--- config.mk ---
export PLATFORM = sky130hd
export DESIGN_NAME = ram_march_tester
export DESIGN_NICKNAME = d
export VERILOG_FILES = /design/src/rtl/ram_march_tester.sv
export SDC_FILE = /design/constraint.sdc
export NUM_CORES = 1
export LEC_CHECK = 0
export CAP_MARGIN = 0
export CELL_PAD_IN_SITES_DETAIL_PLACEMENT = 0
export CELL_PAD_IN_SITES_GLOBAL_PLACEMENT = 1
export CORE_MARGIN = 4
export CORE_UTILIZATION = 35
export CTS_BUF_LIST = sky130_fd_sc_hd__clkbuf_2 sky130_fd_sc_hd__clkbuf_4 sky130_fd_sc_hd__clkbuf_8
export DETAILED_ROUTE_END_ITERATION = 8
export GPL_TIMING_DRIVEN = 0
export PLACE_DENSITY = 0.86
export SYNTH_ARGS = -nofsm -noshare
export SYNTH_HDL_FRONTEND = slang
export SYNTH_SLANG_ARGS = --single-unit
--- constraint.sdc ---
create_clock -name clk -period 2.8 [get_ports clk]
set_input_delay 0.42 -clock clk [delete_from_list [all_inputs] [get_ports clk]]
set_output_delay 0.42 -clock clk [all_outputs]
set_load 0.01 [all_outputs]
--- src/rtl/ram_march_tester.sv ---
// ============================================================================
// Module   : ram_march_tester
// Brief    : March C- test initiator for a 64 x 8 registered-address RAM.
//            Optional MARCH_STOP_ON_FAIL_EN ends the run at the first mismatch.
// Revision : 1.0 - initial release
// ============================================================================
`default_nettype none

module ram_march_tester #(
  parameter int            AW = 6,
  parameter int            DW = 8,
  parameter logic [DW-1:0] BG = 8'h00
) (
  input  logic          clk,
  input  logic          rst,
  input  logic          start,
  output logic          busy,
  output logic          done,
  output logic          pass,
  output logic [7:0]    err_count,
  output logic [AW-1:0] fail_addr,
  output logic [DW-1:0] fail_data,
  output logic [2:0]    fail_elem,
  output logic          ram_write_en,
  output logic [AW-1:0] ram_address,
  output logic [DW-1:0] ram_data_in,
  input  logic [DW-1:0] ram_data_out
);

  localparam logic [2:0] ST_IDLE = 3'd0;
  localparam logic [2:0] ST_M0   = 3'd1;
  localparam logic [2:0] ST_M1   = 3'd2;
  localparam logic [2:0] ST_M2   = 3'd3;
  localparam logic [2:0] ST_M3   = 3'd4;
  localparam logic [2:0] ST_M4   = 3'd5;
  localparam logic [2:0] ST_M5   = 3'd6;
  localparam logic [2:0] ST_DONE = 3'd7;

  logic [2:0]    state_q, state_d;
  logic          phase_q, phase_d;
  logic [AW-1:0] addr_q, addr_d;
  logic [7:0]    err_q, err_d;
  logic          pass_q, pass_d;
  logic [AW-1:0] fail_addr_q, fail_addr_d;
  logic [DW-1:0] fail_data_q, fail_data_d;
  logic [2:0]    fail_elem_q, fail_elem_d;

  logic          w_active;
  logic          w_rw_elem;
  logic          w_down;
  logic          w_next_down;
  logic [AW-1:0] w_last_addr;
  logic [DW-1:0] w_exp;
  logic [DW-1:0] w_wdata;
  logic          w_check;
  logic          w_mismatch;
  logic          w_elem_end;

  assign w_active    = (state_q != ST_IDLE) && (state_q != ST_DONE);
  assign w_rw_elem   = (state_q >= ST_M1) && (state_q <= ST_M4);
  assign w_down      = (state_q == ST_M3) || (state_q == ST_M4);
  assign w_next_down = (state_q == ST_M2) || (state_q == ST_M3);
  assign w_last_addr = w_down ? '0 : '1;
  assign w_check     = phase_q && (state_q >= ST_M1) && (state_q <= ST_M5);
  assign w_mismatch  = w_check && (ram_data_out != w_exp);
  assign w_elem_end  = ((state_q == ST_M0) || w_check) && (addr_q == w_last_addr);

  // "0" is BG and "1" is ~BG; odd-numbered elements read 0 and write 1.
  always_comb begin
    w_exp   = BG;
    w_wdata = BG;
    case (state_q)
      ST_M1, ST_M3: w_wdata = ~BG;
      ST_M2, ST_M4: w_exp   = ~BG;
      default: ;
    endcase
  end

  always_comb begin
    state_d     = state_q;
    phase_d     = phase_q;
    addr_d      = addr_q;
    err_d       = err_q;
    pass_d      = pass_q;
    fail_addr_d = fail_addr_q;
    fail_data_d = fail_data_q;
    fail_elem_d = fail_elem_q;

    if (!w_active) begin
      if (start) begin
        state_d     = ST_M0;
        phase_d     = 1'b0;
        addr_d      = '0;
        err_d       = '0;
        pass_d      = 1'b0;
        fail_addr_d = '0;
        fail_data_d = '0;
        fail_elem_d = '0;
      end
    end else if (state_q == ST_M0) begin
      if (w_elem_end) begin
        state_d = ST_M1;
        addr_d  = '0;
      end else begin
        addr_d = addr_q + AW'(1);
      end
    end else if (!phase_q) begin
      phase_d = 1'b1;
    end else begin
      phase_d = 1'b0;
      if (w_elem_end) begin
        state_d = state_q + 3'd1;
        addr_d  = {AW{w_next_down}};
        if (state_q == ST_M5) begin
          pass_d = (err_q == 8'd0) && !w_mismatch;
        end
      end else begin
        addr_d = w_down ? addr_q - AW'(1) : addr_q + AW'(1);
      end
    end

    if (w_mismatch) begin
      err_d = (err_q == 8'hFF) ? err_q : err_q + 8'd1;
      if (err_q == 8'd0) begin
        fail_addr_d = addr_q;
        fail_data_d = ram_data_out;
        fail_elem_d = state_q - 3'd1;
      end
`ifdef MARCH_STOP_ON_FAIL_EN
      state_d = ST_DONE;
      phase_d = 1'b0;
      addr_d  = '0;
      pass_d  = 1'b0;
`endif
    end
  end

  always_ff @(posedge clk) begin
    if (rst) begin
      state_q     <= ST_IDLE;
      phase_q     <= 1'b0;
      addr_q      <= '0;
      err_q       <= '0;
      pass_q      <= 1'b0;
      fail_addr_q <= '0;
      fail_data_q <= '0;
      fail_elem_q <= '0;
    end else begin
      state_q     <= state_d;
      phase_q     <= phase_d;
      addr_q      <= addr_d;
      err_q       <= err_d;
      pass_q      <= pass_d;
      fail_addr_q <= fail_addr_d;
      fail_data_q <= fail_data_d;
      fail_elem_q <= fail_elem_d;
    end
  end

  assign busy         = w_active;
  assign done         = (state_q == ST_DONE);
  assign pass         = pass_q;
  assign err_count    = err_q;
  assign fail_addr    = fail_addr_q;
  assign fail_data    = fail_data_q;
  assign fail_elem    = fail_elem_q;
  assign ram_write_en = (state_q == ST_M0) || (phase_q && w_rw_elem);
  assign ram_address  = w_active ? addr_q : '0;
  assign ram_data_in  = ram_write_en ? w_wdata : '0;

endmodule

`default_nettype wire

# Yosys cells after proc, flatten, opt, wreduce, memory -nomap -nowiden
# Index checks and enable logic that the tools add are counted.
# W data, S select, Z words.
[word_totals] inputBits=11 regBits=36 output_inout_bits=43 elab_cells=101
[op_classes] magnitude_cmp=3 n_mux=43 n_eq_ne=18 n_reduce_logical=24 addsub=5
[ops] cell="$mux W8" count=11
[ops] cell="$mux W6" count=13
[ops] cell="$mux W3" count=10
[ops] cell="$eq A3 B3 Y1 const B" count=4
[ops] cell="$mux W1" count=9
[ops] cell="$add A8 B1 Y8 const B" count=1
[ops] cell="$eq A8 B8 Y1 const B" count=1
[ops] cell="$logic_and A1 B1 Y1" count=8
[ops] cell="$logic_not A8 Y1" count=1
[ops] cell="$ne A8 B8 Y1" count=1
[ops] cell="$add A6 B1 Y6 const B" count=1
[ops] cell="$eq A3 B2 Y1 const B" count=2
[ops] cell="$eq A6 B6 Y1" count=1
[ops] cell="$le A3 B3 Y1 const B" count=2
[ops] cell="$ne A2 B1 Y1 const B" count=3
[ops] cell="$ne A2 B2 Y1 const B" count=3
[ops] cell="$reduce_and A3 Y1" count=2
[ops] cell="$sub A6 B1 Y6 const B" count=1
[ops] cell="$reduce_and A5 Y1" count=1
[ops] cell="$logic_or A1 B1 Y1" count=4
[ops] cell="$reduce_and A2 Y1" count=2
[ops] cell="$reduce_bool A2 Y1" count=2
[ops] cell="$reduce_or A2 Y1" count=2
[ops] cell="$add A3 B1 Y3 const B" count=1
[ops] cell="7 further kinds" count=7

# Longest topological paths before layout
# Gate-level depths: netlist of the first run.
[logic_depth] depth_word=12 ltp_mapped=10 mapped_depth_nobuf=9

# Least setup slack after synthesis of the first run
# No wires, ideal clock.
[synth_path] kind="reg2reg" start="register state_q[0]" end="register addr_q[3]" setup_ns=0.131 path_buffers=1 synth_period_minus_slack_ns=2.465 t_arrival_ns=2.334 required_ns=2.669 stages_incl_launch_ff=10 slack_ns=0.335 path_cell_list="dfxtp_1 > inv_1 > ha_1 > o21a_1 > buf_2 > ha_1 > nor3_2 > nand2_4 > a221oi_1 > o31ai_1"
[synth_between] elab_chain_len=9 word_cells_on_any_way=26 cone_classes="order compare (2); eq/ne (7); mux (7); reduce/logical (10)"
[synth_lines] element="from (decl)" line="39" rtl="logic [2:0] state_q, state_d;"
[synth_lines] element="from (signal assigned)" line="149" rtl="state_q <= state_d;"
[synth_lines] element="$eq A3 B3 Y1 (tied with other cells)" line="61, 62"
[synth_lines] element="$logic_or A1 B1 Y1 or $logic_and A1 B1 Y1 (tied branches)" line="61, 64"
[synth_lines] element="$mux W6 or $logic_and A1 B1 Y1 (tied branches)" line="63, 64"
[synth_lines] element="$eq A6 B6 Y1 or $logic_or A1 B1 Y1 (tied branches)" line="66" rtl="assign w_elem_end = ((state_q == ST_M0) || w_check) && (addr_q == w_last_addr);"
[synth_lines] element="$logic_and A1 B1 Y1" line="66"
[synth_lines] element="$mux W6" line="111" rtl="if (w_elem_end) begin"
[synth_lines] element="$mux W6" line="107" rtl="end else if (!phase_q) begin"
[synth_lines] element="$mux W6" line="100" rtl="end else if (state_q == ST_M0) begin"
[synth_lines] element="$mux W6" line="89" rtl="if (!w_active) begin"
[synth_lines] element="to (signal assigned)" line="151" rtl="addr_q <= addr_d;"
[synth_lines] element="to (decl)" line="41" rtl="logic [AW-1:0] addr_q, addr_d;"
# Parallel ways exist; a longest one is shown, timed or not. The select of a mux whose other input is x is not followed.
# A chain may end at the register's enable or synchronous reset.

# Worst setup path after layout of the first run
[layout_path] start="register state_q[0]" end="output ram_data_in[7]"
[layout_between] elab_chain_len=5 word_cells_on_any_way=11 cone_classes="order compare (2); eq/ne (3); mux (2); reduce/logical (4)"
[layout_lines] element="$ge A3 B2 Y1 or $le A3 B3 Y1 (tied branches)" line="60" rtl="assign w_rw_elem = (state_q >= ST_M1) && (state_q <= ST_M4);"
[layout_lines] element="$logic_and A1 B1 Y1" line="60"
[layout_lines] element="$logic_and A1 B1 Y1" line="167" rtl="assign ram_write_en = (state_q == ST_M0) || (phase_q && w_rw_elem);"
[layout_lines] element="$logic_or A1 B1 Y1" line="167"
[layout_lines] element="$mux W8 (*)" line="169" rtl="assign ram_data_in = ram_write_en ? w_wdata : '0;"
[layout_lines] element="to (decl)" line="26" rtl="output logic [DW-1:0] ram_data_in,"
# Mark *: on every way between the ends. The rest lies on a longest branch, timed or not.

==> reports/summary.log, run 1 <==
qor: power.p_int 0.00119 W
qor: cts.cts-buffers-inserted 5
qor: setup_path.endpoint_kind primary output
qor: grt.grt_remaining_overflow 0
qor: finish.fill_cells 624
qor: die.num_io_pins 54
qor: synth.postSynth.topFlopCell dfxtp_1
qor: setup_path.max_stage_delay 470 ps
qor: grt.first_global_vias 2154
qor: setup_path.reg2reg_from state_q[1]
qor: route.detail_route.wirelength 6500 µm
qor: power.total_switching_power 0.000858 W
qor: place.dp_hpwl 4870 µm
qor: finish.area_growth 34.7%
qor: cts.clockBufferDepth 2
qor: cts.ctsHoldBuffers 0
qor: place.routabilityCongestion 0.911
qor: setup_path.arrival 2290 ps
qor: route.drt_first_pass_iters 5
qor: die.rows 29
qor: die.die-width 90.5 µm
qor: timing.final.min_clock_period 2710 ps
qor: grt.groute.usage.overall 15.6%
qor: setup_path.worst_path_max_delay_cell clkdlybuf4s50_1
qor: min_path.min_path_type register to register
qor: setup_path.crit-reg2reg-capture addr_q[3]
qor: power.p_clk_share 17.7%
qor: route.ant_nets 0
qor: cts.path_clk_slew 70 ps
qor: finish.layout-drive-gt1-share 14.4%
qor: route.dr_total_vias 2384
qor: route.drtIter0Drc 139
qor: timing.post-route-period-util 96.9%
qor: grt.grt_pass1_wl 10600 µm
qor: route.detail_route.vias_per_cell 5.35
qor: timing.unrepaired_setup_endpoints_after_global_routing false
qor: finish.post_route_design_area 3210 µm²
qor: setup_path.start_kind register
qor: synth.yosysTopAreaCellShare 30.2%
qor: synth.synth_cell_type_count 65
qor: setup_path.critical_path_cell_count 8
qor: power.power.leakage 1.13 nW
qor: grt.grt_antenna_before_repair 0
qor: synth.post_synth_instance_area 2380 µm²
qor: setup_path.crit_family buffers and inverters
qor: synth.ys_top_cells_by_area dfxtp_1 (30%), ha_1 (6.3%), a21oi_1 (5.0%)
qor: route.post_drt_wl_per_cell 14.6 µm
qor: setup_path.critPathMostFrequentCell buf_4
qor: setup_path.ff2ff_path_depth 9
qor: cts.tritoncts_clock_tree built
qor: timing.max_slew_violation_total_from_the_final_report 0
qor: die.floorplan.die_area 8190 µm²
qor: synth.postSynth.asyncResetShare 0%
qor: timing.slew_headroom 45.7%
qor: min_path.hold_end fail_addr[0]
qor: setup_path.critical_path.max_fanout 8
qor: run_status.status completed
qor: power.worst_ir_drop_vdd 0.346 mV
qor: die.core_region_area 6490 µm²
qor: synth.count_of_flip_flops_with_a_built_in_enable_after_synthesis 0
qor: min_path.hold_depth 2
qor: timing.fin_setup_tns 0 ps
qor: cts.cts.sinks 36
qor: finish.final_core_util 49.4%
qor: timing.fin_worst_skew 5.76 ps
qor: setup_path.worstPathBufferInverterCount 4
qor: synth.synth.yosys.seq_area_share 30.2%
qor: timing.hold_viol 0
qor: timing.count_of_final_setup_violators 0
qor: min_path.hold_path_startpoint fail_addr[0]
qor: place.port_buffers 52
qor: power.power_density 638 nW/µm²
qor: place.placedInstanceArea 3000 µm²
qor: cts.ctsHtreeMaxLevel 2
qor: finish.finalNetCount 391
qor: setup_path.cell_chain_critical_path inv_1 > ha_1 > or3_4 > a21oi_2 > a211oi_4 > buf_4 > buf_4 > clkdlybuf4s50_1
qor: power.total_power 0.00205 W
qor: die.die_h 90.5 µm
qor: synth.synth_largest_area_cell dfxtp_1
qor: synth.yosys_register_bits 36
qor: setup_path.crit_required 2380 ps
qor: timing.achievable-frequency 368 MHz
qor: power.power_frac_seq 29.5%
qor: synth.average_instance_area_after_synthesis 7.89 µm²
qor: power.combPwrFrac 52.8%
qor: route.drc 0
qor: cts.clock_latency 290 ps
qor: synth.syn-instance-count 302
qor: run.cap_viol_max_count 0
qor: synth.syn_nets 325
qor: power.sw_frac_of_total 41.9%
qor: synth.yosys_warnings 0
qor: grt.grt_max_degree 13
qor: setup_path.setup.worst_path.class register to primary output
qor: cts.cts_root_buffer clkbuf_8
qor: die.initial_utilization 36.7%
qor: setup_path.rrSetupSlack 260 ps
qor: finish.antennaDiodeCount 0
qor: timing.worst_pin_slew 815 ps
-- cell usage in the layout (no fill, tap or decap), types with 3 or more instances in the layout --
master           instances
nor4_1                   5
nand3_1                 24
inv_1                   10
xor2_1                   3
ha_1                    10
buf_2                    3
clkdlybuf4s50_1         52
nor2_1                  20
nor3_1                   5
a31oi_1                  6
buf_4                   15
xnor2_1                  9
nand2_1                 26
o21ai_0                  5
clkbuf_8                 5
and2_1                  12
a21oi_1                 23
dfxtp_1                 34
mux2i_1                  3
clkbuf_1                10
nand2b_1                10
o31ai_1                  4
o22ai_1                  3
nand4_1                  7
-- timing repair --
action,in CTS,in global routing
buffers inserted,4,3
pin swaps,2,2
resized for setup,13,7
endpoints found under the setup margin,21,25
-- power by group through the flow --
stage,Combinational [W],Sequential [W],Clock (W)
after floorplan,0.000606,0.000610,0
after global placement,0.000893,0.000617,0
after detailed placement,0.000890,0.000621,0
after CTS,0.00102,0.000603,0.000377
after global routing,0.00119,0.000612,0.000397
final,0.00108,0.000604,0.000361
-- Yosys cell counts, types with 2 or more instances --
| master | number |
|---|---|
| inv_1 | 11 |
| xnor2_1 | 9 |
| nand4b_1 | 2 |
| and2b_1 | 2 |
| nor2_1 | 21 |
| o31ai_1 | 4 |
| or3_1 | 3 |
| o22ai_1 | 3 |
| a21boi_0 | 2 |
| dfxtp_1 | 36 |
| a31oi_1 | 6 |
| nand3_1 | 24 |
| nor4_1 | 5 |
| o21a_1 | 2 |
| buf_4 | 7 |
| and3_1 | 2 |
| a21oi_1 | 24 |
| and2_1 | 12 |
| a221oi_1 | 2 |
| nand2b_1 | 10 |
| nand4_1 | 7 |
| clkbuf_1 | 11 |
| mux2i_1 | 4 |
| nand3b_1 | 2 |
| ha_1 | 12 |
| o21ai_0 | 5 |
| nand2_1 | 26 |
| nor3_1 | 5 |
| xor2_1 | 3 |
| buf_2 | 4 |
| a211oi_1 | 2 |
-- state kept, by name, summed over array words and instances (netlist names) --
register,cells
pass,1
fail_elem,3
fail_addr,6
addr_q,6
err_count,8
fail_data,8
phase_q,1
state_q,3
-- worst max-delay path by stage --
stage,startpoint,to
4_1_cts,state_q[1],ram_data_in[2]
2_1_floorplan,state_q[0],addr_q[3]
5_1_grt,state_q[0],ram_data_in[1]
3_3_place_gp,state_q[0],ram_data_in[6]
3_5_place_dp,state_q[0],ram_data_in[2]
6_report,state_q[0],ram_data_in[7]
-- kinds of logic after synthesis --
group	share of synthesized area (%)
mux	1.68
fa+ha+maj	6.30
simple gates	30.9
flops	30.2
xor+xnor	4.41
buf+inv	7.51
compound gates	19.0
-- cell type report --
cell class	count	area, µm²	share of cell area, %
plain buffers	25	140	4.36
clock buffers	5	68.8	2.14
clock inverters	3	18.8	0.585
inverters	12	45.0	1.40
multi-input cells	229	1540	48.1
flip-flops and latches	36	726	22.6
well taps	77	96.3	3.00
repair buffers	59	573	17.8
-- metal layers --
metal / share of wire, % / track usage, % / wire length [µm] / up-vias
met5: 0 / 0 / 0 / -
met4: 1.2 / 4.21 / 81 / 0
met3: 4.6 / 2.67 / 298 / 7
met2: 45 / 24.3 / 2950 / 75
met1: 49 / 22.0 / 3170 / 1089
li1: - / - / - / 1213
-- worst min-delay path, cell delays in order, from the launching register on --
cell and delay (ps):
dfxtp_1 310, nand3_1 60, a21oi_1 50
-- per-stage QoR --
| stage | setup slack [ps] | std cells | hold WS [ps] |
|---|---|---|---|
| floorplan | 335 | 302 | 488 |
| global placement | -348 | 431 | 454 |
| detailed placement | -385 | 431 | 461 |
| CTS | 23.1 | 443 | 472 |
| global route | 8.87 | 446 | 490 |
| finish | 86.1 | 446 | 468 |
Note: power is estimated with default switching activity, not from simulation.
==> run 2, diff against run 1 <==
--- a/config.mk
+++ b/config.mk
@@ -8,7 +8,6 @@
 export CAP_MARGIN = 0
 export CELL_PAD_IN_SITES_DETAIL_PLACEMENT = 0
 export CELL_PAD_IN_SITES_GLOBAL_PLACEMENT = 1
-export CORE_MARGIN = 4
 export CORE_UTILIZATION = 35
 export CTS_BUF_LIST = sky130_fd_sc_hd__clkbuf_2 sky130_fd_sc_hd__clkbuf_4 sky130_fd_sc_hd__clkbuf_8
 export DETAILED_ROUTE_END_ITERATION = 8
==> reports/summary.log, run 2 (synthesized netlist as in run 1, its figures left out) <==
qor: finish.instances_no_fill 445
qor: route.drc 4
qor: setup_path.cell_chain_critical_path inv_1 > ha_1 > or3_4 > a21oi_4 > a211oi_4 > buf_4 > buf_4 > clkdlybuf4s50_1
qor: route.ant_nets 0
qor: cts.clock_latency 280 ps
qor: die.floorplan.die_area 7140 µm²
qor: power.power.leakage 1.13 nW
qor: finish.fill_cells 652
qor: setup_path.critPathMostFrequentCell buf_4
qor: die.die-width 84.5 µm
qor: finish.most-common-layout-cells clkdlybuf4s50_1 (52), dfxtp_1 (35), nand2_1 (26)
qor: grt.grt_max_degree 13
qor: min_path.hold_depth 2
qor: route.drt_first_pass_iters 6
qor: finish.finalNetCount 390
qor: timing.slew_headroom 63.6%
qor: die.num_io_pins 54
qor: setup_path.worst_path_max_delay_cell clkdlybuf4s50_1
qor: finish.area_growth 35.2%
qor: setup_path.crit_start state_q[0]
qor: timing.fin_worst_skew 3.68 ps
qor: timing.post-route-period-util 97.8%
qor: route.post_drt_wl_per_cell 15.1 µm
qor: place.routabilityCongestion 0.913
qor: setup_path.critical_path.max_fanout 8
qor: place.post-place-cells 431
qor: finish.layout-drive-gt1-share 14.1%
qor: power.p_int 0.00122 W
qor: place.dp_hpwl 4880 µm
qor: setup_path.reg2reg_from state_q[1]
qor: run.cap_viol_max_count 0
qor: cts.path_clk_slew 80 ps
qor: setup_path.crit_required 2380 ps
qor: route.drtIter0Drc 197
qor: setup_path.endpoint_kind primary output
qor: power.power_density 660 nW/µm²
qor: timing.max_slew_violation_total_from_the_final_report 0
qor: cts.cts_root_buffer clkbuf_8
qor: cts.ctsHoldBuffers 0
qor: grt.first_global_vias 2272
qor: power.p_clk_share 17.4%
qor: die.initial_utilization 36.9%
qor: grt.groute.usage.overall 19.0%
qor: cts.cts.sinks 36
qor: power.combPwrFrac 54.1%
qor: timing.hold_viol 0
qor: power.sw_frac_of_total 42.5%
qor: timing.achievable-frequency 365 MHz
qor: setup_path.arrival 2320 ps
qor: die.core_region_area 6460 µm²
qor: finish.multi_input_comb_area 1560 µm²
qor: timing.fin_setup_tns 0 ps
qor: setup_path.crit-reg2reg-capture addr_q[4]
qor: timing.final_critical_path_setup_slack 62.9 ps
qor: die.rows 29
qor: route.detail_route.vias_per_cell 5.47
qor: run_status.status finished, violations left
qor: grt.grt_antenna_before_repair 0
qor: grt.grt_remaining_overflow 0
qor: run_status.violations_in_the_final_reports DRC
qor: route.dr_total_vias 2433
qor: power.worst_ir_drop_vdd 0.452 mV
qor: setup_path.crit_end ram_data_in[2]
qor: finish.final_core_util 49.9%
qor: cts.ctsHtreeMaxLevel 2
qor: place.post-place-ws -426 ps
qor: place.port_buffers 52
qor: route.detail_route.wirelength 6710 µm
qor: finish.most_common_cell_after_layout_fill_and_taps_aside clkdlybuf4s50_1
qor: cts.tritoncts_clock_tree built
qor: timing.final.min_clock_period 2740 ps
qor: timing.count_of_final_setup_violators 0
qor: setup_path.start_kind register
qor: finish.sequential_cell_area 724 µm²
qor: finish.antennaDiodeCount 0
qor: grt.grt_pass1_wl 10900 µm
qor: setup_path.max_stage_delay 470 ps
qor: setup_path.ff2ff_path_depth 9
qor: cts.cts-buffers-inserted 5
qor: cts.clockBufferDepth 2
qor: setup_path.setup.worst_path.class register to primary output
qor: timing.unrepaired_setup_endpoints_after_global_routing true
qor: setup_path.rrSetupSlack 180 ps
qor: die.die_h 84.5 µm
qor: timing.worst_pin_slew 546 ps
qor: power.total_switching_power 0.000904 W
qor: power.total_power 0.00213 W
qor: min_path.min_path_type register to register
qor: power.power_frac_seq 28.5%
-- run 2: cell count changes in the layout (fill, tap and decap cells not counted), sizes merged --
cell	before	now
clkbuf	17	18
buf	20	18
-- run 2: per-layer routing --
layer	wire, µm	global-route usage (%)	up-vias
li1	-	-	1209
met1	3050	25.3	1147
met2	3200	31.6	73
met3	411	2.95	4
met4	51	5.70	0
met5	0	0	-
-- run 2: per-stage QoR --
step / hold slack [ps] / instance area [µm²]
2_1_floorplan: 488 / 2380
3_3_place_gp: 458 / 3000
5_1_grt: 490 / 3220
6_report: 469 / 3220
3_5_place_dp: 461 / 3000
4_1_cts: 470 / 3180
-- run 2: worst min-delay path by stage --
stage                 startpoint           end  slack (ps)
floorplan           fail_elem[2]  fail_elem[2]         490
global placement    fail_data[3]  fail_data[3]         460
detailed placement  fail_data[0]  fail_data[0]         460
CTS                 fail_data[4]  fail_data[4]         470
global route        fail_data[0]  fail_data[0]         490
finish              fail_data[4]  fail_data[4]         470
-- run 2: power by group through the flow --
stage | sequential, W | clock, W | combinational [W]
final | 0.000607 | 0.000369 | 0.00115
after global routing | 0.000612 | 0.000401 | 0.00125
after CTS | 0.000603 | 0.000380 | 0.00105
after detailed placement | 0.000616 | 0 | 0.000907
after global placement | 0.000616 | 0 | 0.000899
after floorplan | 0.000610 | 0 | 0.000606
-- run 2: worst max-delay path: cells and delay by family (launching register included) --
family | cells | cell delay (ps)
AOI/OAI and AO/OA | 2 | 220
adders and majority gates | 1 | 210
buffers and inverters | 4 | 850
DFF | 1 | 390
and+or+nand+nor | 1 | 360
-- run 2: final cells by class --
type / count / share of cell area, %
Clock inverter: 3 / 0.583
Multi-Input combinational cell: 229 / 48.3
Timing Repair Buffer: 58 / 17.6
Clock buffer: 5 / 2.14
Tap cell: 77 / 2.99
Inverter: 12 / 1.40
Buffer: 25 / 4.54
Sequential cell: 36 / 22.5
-- run 2: repair_timing --
action,in CTS,in global routing
pin swaps,2,1
buffers inserted,4,2
endpoints found under the setup margin,21,24
resized for setup,15,6
gates cloned,0,0
